$ cat config.mk
export PLATFORM = sky130hd
export DESIGN_NAME = jtframe_hexentry
export DESIGN_NICKNAME = d
export VERILOG_FILES = /design/src/rtl/jtframe_hexentry.sv
export SDC_FILE = /design/constraint.sdc
export NUM_CORES = 1
export LEC_CHECK = 0
export CAP_MARGIN = 20
export CELL_PAD_IN_SITES_DETAIL_PLACEMENT = 0
export CELL_PAD_IN_SITES_GLOBAL_PLACEMENT = 1
export CORE_MARGIN = 5
export CORE_UTILIZATION = 34
export CTS_CLUSTER_DIAMETER = 100
export DETAILED_ROUTE_END_ITERATION = 16
export PLACE_DENSITY = 0.87
export SLEW_MARGIN = 0
export SYNTH_ARGS = -nofsm -noshare
export SYNTH_HDL_FRONTEND = slang
export SYNTH_SLANG_ARGS = --single-unit
export TNS_END_PERCENT = 10
$ cat constraint.sdc
create_clock -name clk -period 3.3 [get_ports clk]
set_input_delay 0.66 -clock clk [delete_from_list [all_inputs] [get_ports clk]]
set_output_delay 0.66 -clock clk [all_outputs]
set_load 0.1 [all_outputs]
$ cat src/rtl/jtframe_hexentry.sv
// Hex editor input front end: turns debounced button/joystick actions into a
// nibble-by-nibble edited word, with auto-repeat on directions and commit to a held value.
module jtframe_hexentry #(
  parameter int unsigned LENBYTES    = 8,
  parameter int unsigned REPEAT_DLY  = 24,
  parameter int unsigned REPEAT_RATE = 6,
  localparam int unsigned W   = LENBYTES * 8,
  localparam int unsigned NIB = 2 * LENBYTES,
  localparam int unsigned CW  = (NIB > 1) ? $clog2(NIB) : 1
) (
  input  logic          clk,
  input  logic          rst_n,
  input  logic          vs,
  input  logic          enable,
  input  logic          btn_left,
  input  logic          btn_right,
  input  logic          btn_up,
  input  logic          btn_down,
  input  logic          btn_ok,
  input  logic          load,
  input  logic [W-1:0]  load_data,
  output logic [W-1:0]  data,
  output logic [W-1:0]  work,
  output logic [CW-1:0] cursor,
  output logic          editing,
  output logic          commit
);

  localparam int unsigned B_DOWN  = 0;
  localparam int unsigned B_UP    = 1;
  localparam int unsigned B_RIGHT = 2;
  localparam int unsigned B_LEFT  = 3;
  localparam int unsigned B_OK    = 4;

  typedef enum logic [1:0] {
    S_IDLE   = 2'd0,
    S_EDIT   = 2'd1,
    S_COMMIT = 2'd2
  } state_e;

  logic [4:0]    btn_q, btn_prev_q;
  logic          vs_q, vs_prev_q;
  logic [3:0]    rep_dir_q, rep_dir_d;
  logic [7:0]    rep_cnt_q, rep_cnt_d;
  logic          rep_on_q, rep_on_d;
  state_e        state_q, state_d;
  logic [W-1:0]  data_q, data_d;
  logic [W-1:0]  work_q, work_d;
  logic [CW-1:0] cursor_q, cursor_d;
  logic          editing_q;
  logic          commit_q, commit_d;

  logic [4:0]    edge_c, ev_c;
  logic          frame_c, held_c, rep_tick_c;
  logic [7:0]    rep_tgt_c;
  logic [3:0]    cur_nib_c, nib_new_c;
  logic          nib_wr_c;

  assign edge_c    = btn_q & ~btn_prev_q;
  assign frame_c   = vs_q & ~vs_prev_q;
  assign held_c    = |(rep_dir_q & btn_q[3:0]);
  assign rep_tgt_c = rep_on_q ? 8'(REPEAT_RATE) : 8'(REPEAT_DLY);
  assign ev_c      = {edge_c[B_OK], edge_c[3:0] | (rep_tick_c ? rep_dir_q : 4'b0000)};

  // Shared auto-repeat timer: tracks the most recent direction edge in frames
  always_comb begin
    rep_dir_d  = rep_dir_q;
    rep_cnt_d  = rep_cnt_q;
    rep_on_d   = rep_on_q;
    rep_tick_c = 1'b0;
    if (|edge_c[3:0]) begin
      rep_cnt_d = 8'd0;
      rep_on_d  = 1'b0;
      if (edge_c[B_LEFT])       rep_dir_d = 4'b1000;
      else if (edge_c[B_RIGHT]) rep_dir_d = 4'b0100;
      else if (edge_c[B_UP])    rep_dir_d = 4'b0010;
      else                      rep_dir_d = 4'b0001;
    end else if (!held_c) begin
      rep_dir_d = 4'b0000;
      rep_cnt_d = 8'd0;
      rep_on_d  = 1'b0;
    end else if (frame_c) begin
      if (rep_cnt_q + 8'd1 == rep_tgt_c) begin
        rep_tick_c = 1'b1;
        rep_cnt_d  = 8'd0;
        rep_on_d   = 1'b1;
      end else begin
        rep_cnt_d = rep_cnt_q + 8'd1;
      end
    end
  end

  always_comb begin
    cur_nib_c = 4'd0;
    for (int unsigned k = 0; k < NIB; k++) begin
      if (cursor_q == CW'(k)) cur_nib_c = work_q[W-1-4*k -: 4];
    end
  end

  // Edit state machine; only the highest-priority event acts each cycle
  always_comb begin
    state_d   = state_q;
    data_d    = data_q;
    work_d    = work_q;
    cursor_d  = cursor_q;
    commit_d  = 1'b0;
    nib_wr_c  = 1'b0;
    nib_new_c = cur_nib_c;
    case (state_q)
      S_IDLE: begin
        if (load) data_d = load_data;
        work_d = data_d;
        if (ev_c[B_OK] && enable) begin
          state_d  = S_EDIT;
          cursor_d = '0;
        end
      end
      S_EDIT: begin
        if (!enable) begin
          state_d = S_IDLE;
          work_d  = data_q;
        end else if (ev_c[B_OK]) begin
          state_d  = S_COMMIT;
          data_d   = work_q;
          commit_d = 1'b1;
        end else if (ev_c[B_LEFT]) begin
          cursor_d = (cursor_q == '0) ? CW'(NIB - 1) : cursor_q - CW'(1);
        end else if (ev_c[B_RIGHT]) begin
          cursor_d = (cursor_q == CW'(NIB - 1)) ? '0 : cursor_q + CW'(1);
        end else if (ev_c[B_UP]) begin
          nib_wr_c  = 1'b1;
          nib_new_c = cur_nib_c + 4'd1;
        end else if (ev_c[B_DOWN]) begin
          nib_wr_c  = 1'b1;
          nib_new_c = cur_nib_c - 4'd1;
        end
      end
      S_COMMIT: state_d = S_IDLE;
      default:  state_d = S_IDLE;
    endcase
    if (nib_wr_c) begin
      for (int unsigned k = 0; k < NIB; k++) begin
        if (cursor_q == CW'(k)) work_d[W-1-4*k -: 4] = nib_new_c;
      end
    end
  end

  always_ff @(posedge clk) begin
    if (!rst_n) begin
      btn_q      <= 5'd0;
      btn_prev_q <= 5'd0;
      vs_q       <= 1'b0;
      vs_prev_q  <= 1'b0;
      rep_dir_q  <= 4'd0;
      rep_cnt_q  <= 8'd0;
      rep_on_q   <= 1'b0;
      state_q    <= S_IDLE;
      data_q     <= '0;
      work_q     <= '0;
      cursor_q   <= '0;
      editing_q  <= 1'b0;
      commit_q   <= 1'b0;
    end else begin
      btn_q      <= {btn_ok, btn_left, btn_right, btn_up, btn_down};
      btn_prev_q <= btn_q;
      vs_q       <= vs;
      vs_prev_q  <= vs_q;
      rep_dir_q  <= rep_dir_d;
      rep_cnt_q  <= rep_cnt_d;
      rep_on_q   <= rep_on_d;
      state_q    <= state_d;
      data_q     <= data_d;
      work_q     <= work_d;
      cursor_q   <= cursor_d;
      editing_q  <= (state_d == S_EDIT);
      commit_q   <= commit_d;
    end
  end

  assign data    = data_q;
  assign work    = work_q;
  assign cursor  = cursor_q;
  assign editing = editing_q;
  assign commit  = commit_q;

endmodule

==> results of run 1 <==
[state kept, by name, indices dropped and copies added (netlist names)]
| register | count |
|---|---|
| work | 64 |
| editing | 1 |
| btn_q | 5 |
| rep_on_q | 1 |
| state_q | 2 |
| cursor | 4 |
| btn_prev_q | 5 |
| vs_q | 1 |
| rep_dir_q | 4 |
| rep_cnt_q | 8 |
| vs_prev_q | 1 |
| commit | 1 |
| data | 64 |
[metal layers]
| layer | GRT usage (%) | wire length, um | vias up |
|---|---|---|---|
| met5 | 0 | 0 | - |
| met4 | 6.009 | 619 | 0 |
| met3 | 4.258 | 2492 | 45 |
| met2 | 35.85 | 16450 | 427 |
| met1 | 30.40 | 15390 | 4619 |
| li1 | - | - | 4515 |
[placed cells by master (no fill, tap or decap), types with 8 or more instances in the layout]
| master | synthesis | routed |
|---|---|---|
| mux2i_1 | 14 | 13 |
| nor3_1 | 17 | 10 |
| nor3_2 | 1 | 8 |
| a221oi_1 | 13 | 12 |
| nand2b_1 | 9 | 9 |
| nand3_1 | 22 | 22 |
| buf_4 | 1 | 189 |
| buf_12 | 0 | 11 |
| o21ai_1 | 11 | 11 |
| nor2b_1 | 12 | 12 |
| inv_1 | 77 | 74 |
| a31oi_1 | 66 | 65 |
| a211oi_1 | 37 | 37 |
| nor2_1 | 140 | 139 |
| a21oi_1 | 34 | 32 |
| o22ai_1 | 10 | 10 |
| nand2_1 | 54 | 52 |
| clkdlybuf4s50_1 | 0 | 71 |
| o21ai_0 | 34 | 33 |
| clkbuf_16 | 0 | 17 |
| dfxtp_1 | 161 | 157 |
| mux2_2 | 10 | 9 |
| o221a_2 | 64 | 64 |
| nand3_2 | 15 | 15 |
| and2_1 | 16 | 15 |
| a222oi_1 | 54 | 54 |
[timing repair]
item / CTS / global route
setup buffers: 0 / 3
setup endpoints to repair: 0 / 43
hold buffers: 0 / 0
gates resized for setup: 0 / 9
[power groups by stage]
stage          clock, W  sequential [W]  combinational (W)
2_1_floorplan         0         0.00318           0.000481
3_3_place_gp          0         0.00229            0.00192
3_5_place_dp          0         0.00229            0.00193
4_1_cts         0.00206         0.00225            0.00194
5_1_grt         0.00214         0.00227            0.00201
6_report        0.00204         0.00225            0.00194
[final timing paths]
check / from / to / cells after the start
worst min-delay path: btn_q[4]$_SDFF_PN0_ / btn_prev_q[4]$_SDFF_PN0_ / 1
worst max-delay path: cursor[0]$_SDFFE_PN0P_ / work[15]$_SDFF_PN0_ / 13
worst max register to register: cursor[0]$_SDFFE_PN0P_ / work[15]$_SDFF_PN0_ / 13
worst min register to register: btn_q[4]$_SDFF_PN0_ / btn_prev_q[4]$_SDFF_PN0_ / 1
[layout make-up]
cell class / instances / area [um^2] / share of cell area [%]
Inverter: 78 / 295.3 / 2.441
Multi-Input combinational cell: 742 / 5185 / 42.86
Sequential cell: 161 / 3233 / 26.72
Clock buffer: 18 / 439.2 / 3.630
Tap cell: 335 / 419.2 / 3.465
Timing Repair Buffer: 273 / 2360 / 19.51
Clock inverter: 14 / 166.4 / 1.376
[logic make-up after synthesis]
logic type / share of synthesized area [%]
fa+ha+maj: 1.115
compound gates: 33.04
buf+inv: 8.110
simple gates: 17.92
flops: 35.90
xor+xnor: 0.9755
mux: 2.940
[metrics by stage]
step           setup TNS, ns  hold slack, ns
2_1_floorplan              0          0.4309
6_report                   0          0.4789
3_5_place_dp               0          0.4508
4_1_cts                    0          0.4748
5_1_grt             -0.04854          0.5011
3_3_place_gp               0          0.4419
==> impl_metrics.json, run 1 <==
{
  "status": "complete, no violations",
  "pin_count": 208,
  "cp.required_ns": 3.61,
  "slew_headroom_pct": 46.05,
  "pre_cts_ws_ns": 0.05810,
  "instances_no_fill": 1621,
  "ys_ff_latch": 161,
  "worstSkewPairLatency_ns": 0.44,
  "synthCells": 1089,
  "drc": 0,
  "critPathTopFamily": "compound AO/OA/AOI/OAI gates",
  "diodes": 0,
  "grt_pass1_wl_um": 54390,
  "hold_viol": 0,
  "final_area_um2": 12100,
  "grt_max_degree": 88,
  "cpMostUsedCell": "buf_4",
  "core-area_um2": 26060,
  "fillers": 2530,
  "gp_congestion": 0.9525,
  "cp_cell_sequence": "inv_4 > ha_1 > or2_2 > o311ai_1 > nand2_1 > a21oi_2 > a31oi_4 > buf_4 > nor4b_1 > a41o_2 > mux2i_2 > buf_4 > o21ai_0",
  "worstSetupPathType": "flop to flop",
  "synthTopCellsByCount": "dfxtp_1 (161), nor2_1 (140), clkbuf_1 (92)",
  "p_seq_share_pct": 36.2,
  "internal-power_w": 0.003658,
  "irDropWorstVdd_v": 0.0004242,
  "rrSetupSlack_ns": 0.12,
  "p_per_area_nw_per_um2": 514.8,
  "port_buffers": 207,
  "drtIter0Drc": 1126,
  "fin_crit_ns": 3.180,
  "cap_violations": 0,
  "cts_root_buf": "clkbuf_16",
  "timing.fmax_mhz": 314.5,
  "cts_buffers": 17,
  "cts_tree": "done",
  "start_util_pct": 34.46,
  "max-clock-path-buffers": 2,
  "ys.flop_type": "dfxtp_1",
  "overflow": 0,
  "yosysTopAreaCellShare_pct": 35.90,
  "synth_seq_area_share_pct": 35.90,
  "grt_pass1_vias": 9280,
  "dieHeight_um": 172.5,
  "floorplan.die_area_um2": 29760,
  "synth_edf_count": 0,
  "p_sw_w": 0.002570,
  "leakage_nw": 4.978,
  "finalPower_w": 0.006228,
  "cp_num_buf_inv": 3,
  "grt_antenna_before_repair": 0,
  "slowest_stage": "dfxtp_4",
  "fin_util_pct": 46.43,
  "num_vias": 9606,
  "avgRoutedWirePerCell_um": 21.56,
  "cpPeakStageDelay_ns": 0.40,
  "yosys.area.top_type": "dfxtp_1",
  "synthArstFlopShare_pct": 0,
  "tightest_slew_ns": 0.8083,
  "clock_sinks": 161,
  "syn_nets": 1171,
  "drt-total-wl_um": 34950,
  "place_inst": 1586,
  "clockPowerShare_pct": 32.7,
  "dp_hpwl_um": 24430,
  "setup_slack_ns": 0.1205,
  "ant_nets": 0,
  "grt_use_total_pct": 22.21,
  "postPlaceCellArea_um2": 11410,
  "grt_setup_unrepaired": "yes",
  "yosys_warnings": 0,
  "fin_crit_sh_pct": 96.35,
  "synthTopCellsByArea": "dfxtp_1 (36%), o221a_2 (8.0%), a222oi_1 (6.0%), nor2_1 (5.9%), a31oi_1 (4.6%)",
  "avgSynthCellArea_um2": 8.245,
  "worstPathMaxFanout": 7,
  "drive_gt1_share_pct": 28.38,
  "setup_viol": 0,
  "comb_power_share_pct": 31.1,
  "dr.pass1.iters": 7,
  "path_clk_slew_ns": 0.07,
  "end_kind": "flop",
  "start_kind": "flop",
  "vias_per_cell": 5.926,
  "dieWidth_um": 172.5,
  "hp-class": "flop to flop",
  "skew_ns": 0.01638,
  "h-tree-depth": 4,
  "rows": 59,
  "fin_nets": 1355,
  "yosysMostFrequentCell": "dfxtp_1",
  "netlist_area_um2": 8979,
  "synth.distinct_cells": 76,
  "arrival_ns": 3.49,
  "slew_viol_final": 0,
  "swShare_pct": 41.27,
  "synthToLayoutAreaGrowth_pct": 34.74
}
(Power assumes the default switching activity.)
==> run 2: changes to the inputs <==
--- a/config.mk
+++ b/config.mk
@@ -5,6 +5,7 @@
 export SDC_FILE = /design/constraint.sdc
 export NUM_CORES = 1
 export LEC_CHECK = 0
+export ABC_AREA = 0
 export CAP_MARGIN = 20
 export CELL_PAD_IN_SITES_DETAIL_PLACEMENT = 0
 export CELL_PAD_IN_SITES_GLOBAL_PLACEMENT = 1
@@ -12,7 +13,7 @@
 export CORE_UTILIZATION = 34
 export CTS_CLUSTER_DIAMETER = 100
 export DETAILED_ROUTE_END_ITERATION = 16
-export PLACE_DENSITY = 0.87
+export PLACE_DENSITY_LB_ADDON = 0.1
 export SLEW_MARGIN = 0
 export SYNTH_ARGS = -nofsm -noshare
 export SYNTH_HDL_FRONTEND = slang
==> impl_metrics.json, run 2 (synthesis gave the netlist of run 1 again) <==
{
  "finalPower_w": 0.006240,
  "timing.fmax_mhz": 311.0,
  "start_kind": "flop",
  "rows": 59,
  "pre_cts_ws_ns": -0.1048,
  "hp-class": "flop to flop",
  "start_util_pct": 34.46,
  "dieWidth_um": 172.5,
  "end_kind": "flop",
  "pin_count": 208,
  "dieHeight_um": 172.5,
  "path_clk_slew_ns": 0.08,
  "worstSetupPathType": "flop to flop",
  "max-clock-path-buffers": 2,
  "swShare_pct": 40.76,
  "grt_max_degree": 46,
  "cap_violations": 0,
  "setup_viol": 0,
  "final_cell_mix": "buf_4 (203), dfxtp_1 (157), nor2_1 (139), inv_1 (74), clkdlybuf4s50_1 (71)",
  "worstPathMaxFanout": 11,
  "internal-power_w": 0.003696,
  "place_inst": 1600,
  "p_seq_share_pct": 36.2,
  "setup_slack_ns": 0.08448,
  "num_vias": 9516,
  "use_met3_pct": 4.500,
  "grt_use_total_pct": 23.29,
  "drive_gt1_share_pct": 29.24,
  "fin_nets": 1372,
  "diodes": 0,
  "fin_crit_sh_pct": 97.44,
  "cts_root_buf": "clkbuf_16",
  "vias_per_cell": 5.810,
  "clockPowerShare_pct": 32.6,
  "slew_headroom_pct": 63.16,
  "fin_crit_ns": 3.216,
  "arrival_ns": 3.54,
  "met1_usage_pct": 32.37,
  "p_per_area_nw_per_um2": 509.7,
  "clock_sinks": 161,
  "layout_commonest_cell": "buf_4",
  "overflow": 0,
  "port_buffers": 207,
  "worstSkewPairLatency_ns": 0.44,
  "dp_hpwl_um": 25920,
  "floorplan.die_area_um2": 29760,
  "core-area_um2": 26060,
  "busiest_layer": "met2",
  "grt_pass1_wl_um": 56410,
  "grt_setup_unrepaired": "yes",
  "avgRoutedWirePerCell_um": 22.15,
  "leakage_nw": 5.071,
  "h-tree-depth": 4,
  "dr.pass1.iters": 8,
  "drt-total-wl_um": 36290,
  "synthToLayoutAreaGrowth_pct": 36.36,
  "drc": 0,
  "gp_congestion": 0.8904,
  "hold_viol": 0,
  "cts_buffers": 17,
  "cts_tree": "done",
  "grt_util_met2_pct": 37.93,
  "skew_ns": 0.01722,
  "hold_ws_ns": 0.4667,
  "comb_power_share_pct": 31.2,
  "status": "complete, no violations",
  "p_sw_w": 0.002544,
  "fillers": 2613,
  "tightest_slew_ns": 0.5519,
  "grt_antenna_before_repair": 0,
  "irDropWorstVdd_v": 0.0003297,
  "grt_pass1_vias": 9246,
  "instances_no_fill": 1638,
  "ant_nets": 0,
  "drtIter0Drc": 886,
  "cp.required_ns": 3.62,
  "slew_viol_final": 0
}
run 2: changes by cell type in the layout (fill, tap and decap cells not counted), sizes merged:
cell,previous run,this run
buf,202,219
bufinv,0,1
clkbuf,18,17
clkinv,6,5
inv,85,86
run 2: metal layers:
| metal | wire, um | part of all wire (%) |
|---|---|---|
| met5 | 0 | 0 |
| met4 | 398 | 1.1 |
| met3 | 2208 | 6.1 |
| met2 | 17060 | 47 |
| met1 | 16620 | 46 |
run 2: power by group through the flow:
stage          clock (W)  combinational (W)  sequential, W
2_1_floorplan          0           0.000481        0.00318
3_3_place_gp           0            0.00193        0.00231
3_5_place_dp           0            0.00193        0.00230
4_1_cts          0.00207            0.00194        0.00226
5_1_grt          0.00215            0.00202        0.00228
6_report         0.00204            0.00194        0.00226
run 2: critical path: stages (launching register included):
cell,delay [ns]
dfxtp_4,0.41
inv_4,0.06
ha_1,0.27
buf_4,0.21
buf_4,0.15
a21oi_1,0.10
o21ai_0,0.09
a22o_1,0.20
a222oi_1,0.43
a21bo_2,0.29
nor4b_2,0.06
a41o_2,0.28
mux2i_2,0.26
buf_4,0.22
o21ai_1,0.08
run 2: what timing repair did:
item / 4_1_cts / 5_1_grt
gates resized for setup: 1 / 8
pin swaps: 1 / 6
cloned: 0 / 0
buffers inserted: 1 / 5
setup endpoints to repair: 18 / 61
hold buffers: 0 / 0
run 2: through the flow:
step / cell area, um^2 / utilization (%) / setup TNS, ns
after floorplan: 9115 / - / 0
after global placement: 11550 / 44.34 / -0.1898
after detailed placement: 11550 / 44.34 / -1.438
after CTS: 12170 / 46.70 / -0.01065
after global routing: 12240 / 46.98 / -0.08952
final: 12240 / 46.98 / 0
run 2: final timing paths:
kind                     startpoint                  endpoint  slack [ns]  depth (start not counted)
max          cursor[0]$_SDFFE_PN0P_       work[39]$_SDFF_PN0_        0.08                         14
min             btn_q[4]$_SDFF_PN0_  btn_prev_q[4]$_SDFF_PN0_        0.47                          1
max reg2reg  cursor[0]$_SDFFE_PN0P_       work[39]$_SDFF_PN0_        0.08                         14
min reg2reg     btn_q[4]$_SDFF_PN0_  btn_prev_q[4]$_SDFF_PN0_        0.47                          1
run 2: cell type report:
| class | instances | area, um^2 | share of cell area [%] |
|---|---|---|---|
| clock buffer | 17 | 425.4 | 3.475 |
| timing repair buffer | 290 | 2516 | 20.55 |
| sequential | 161 | 3233 | 26.41 |
| multi-input combinational | 742 | 5186 | 42.36 |
| inverter | 78 | 295.3 | 2.412 |
| clock inverter | 15 | 167.7 | 1.369 |
| tap | 335 | 419.2 | 3.424 |
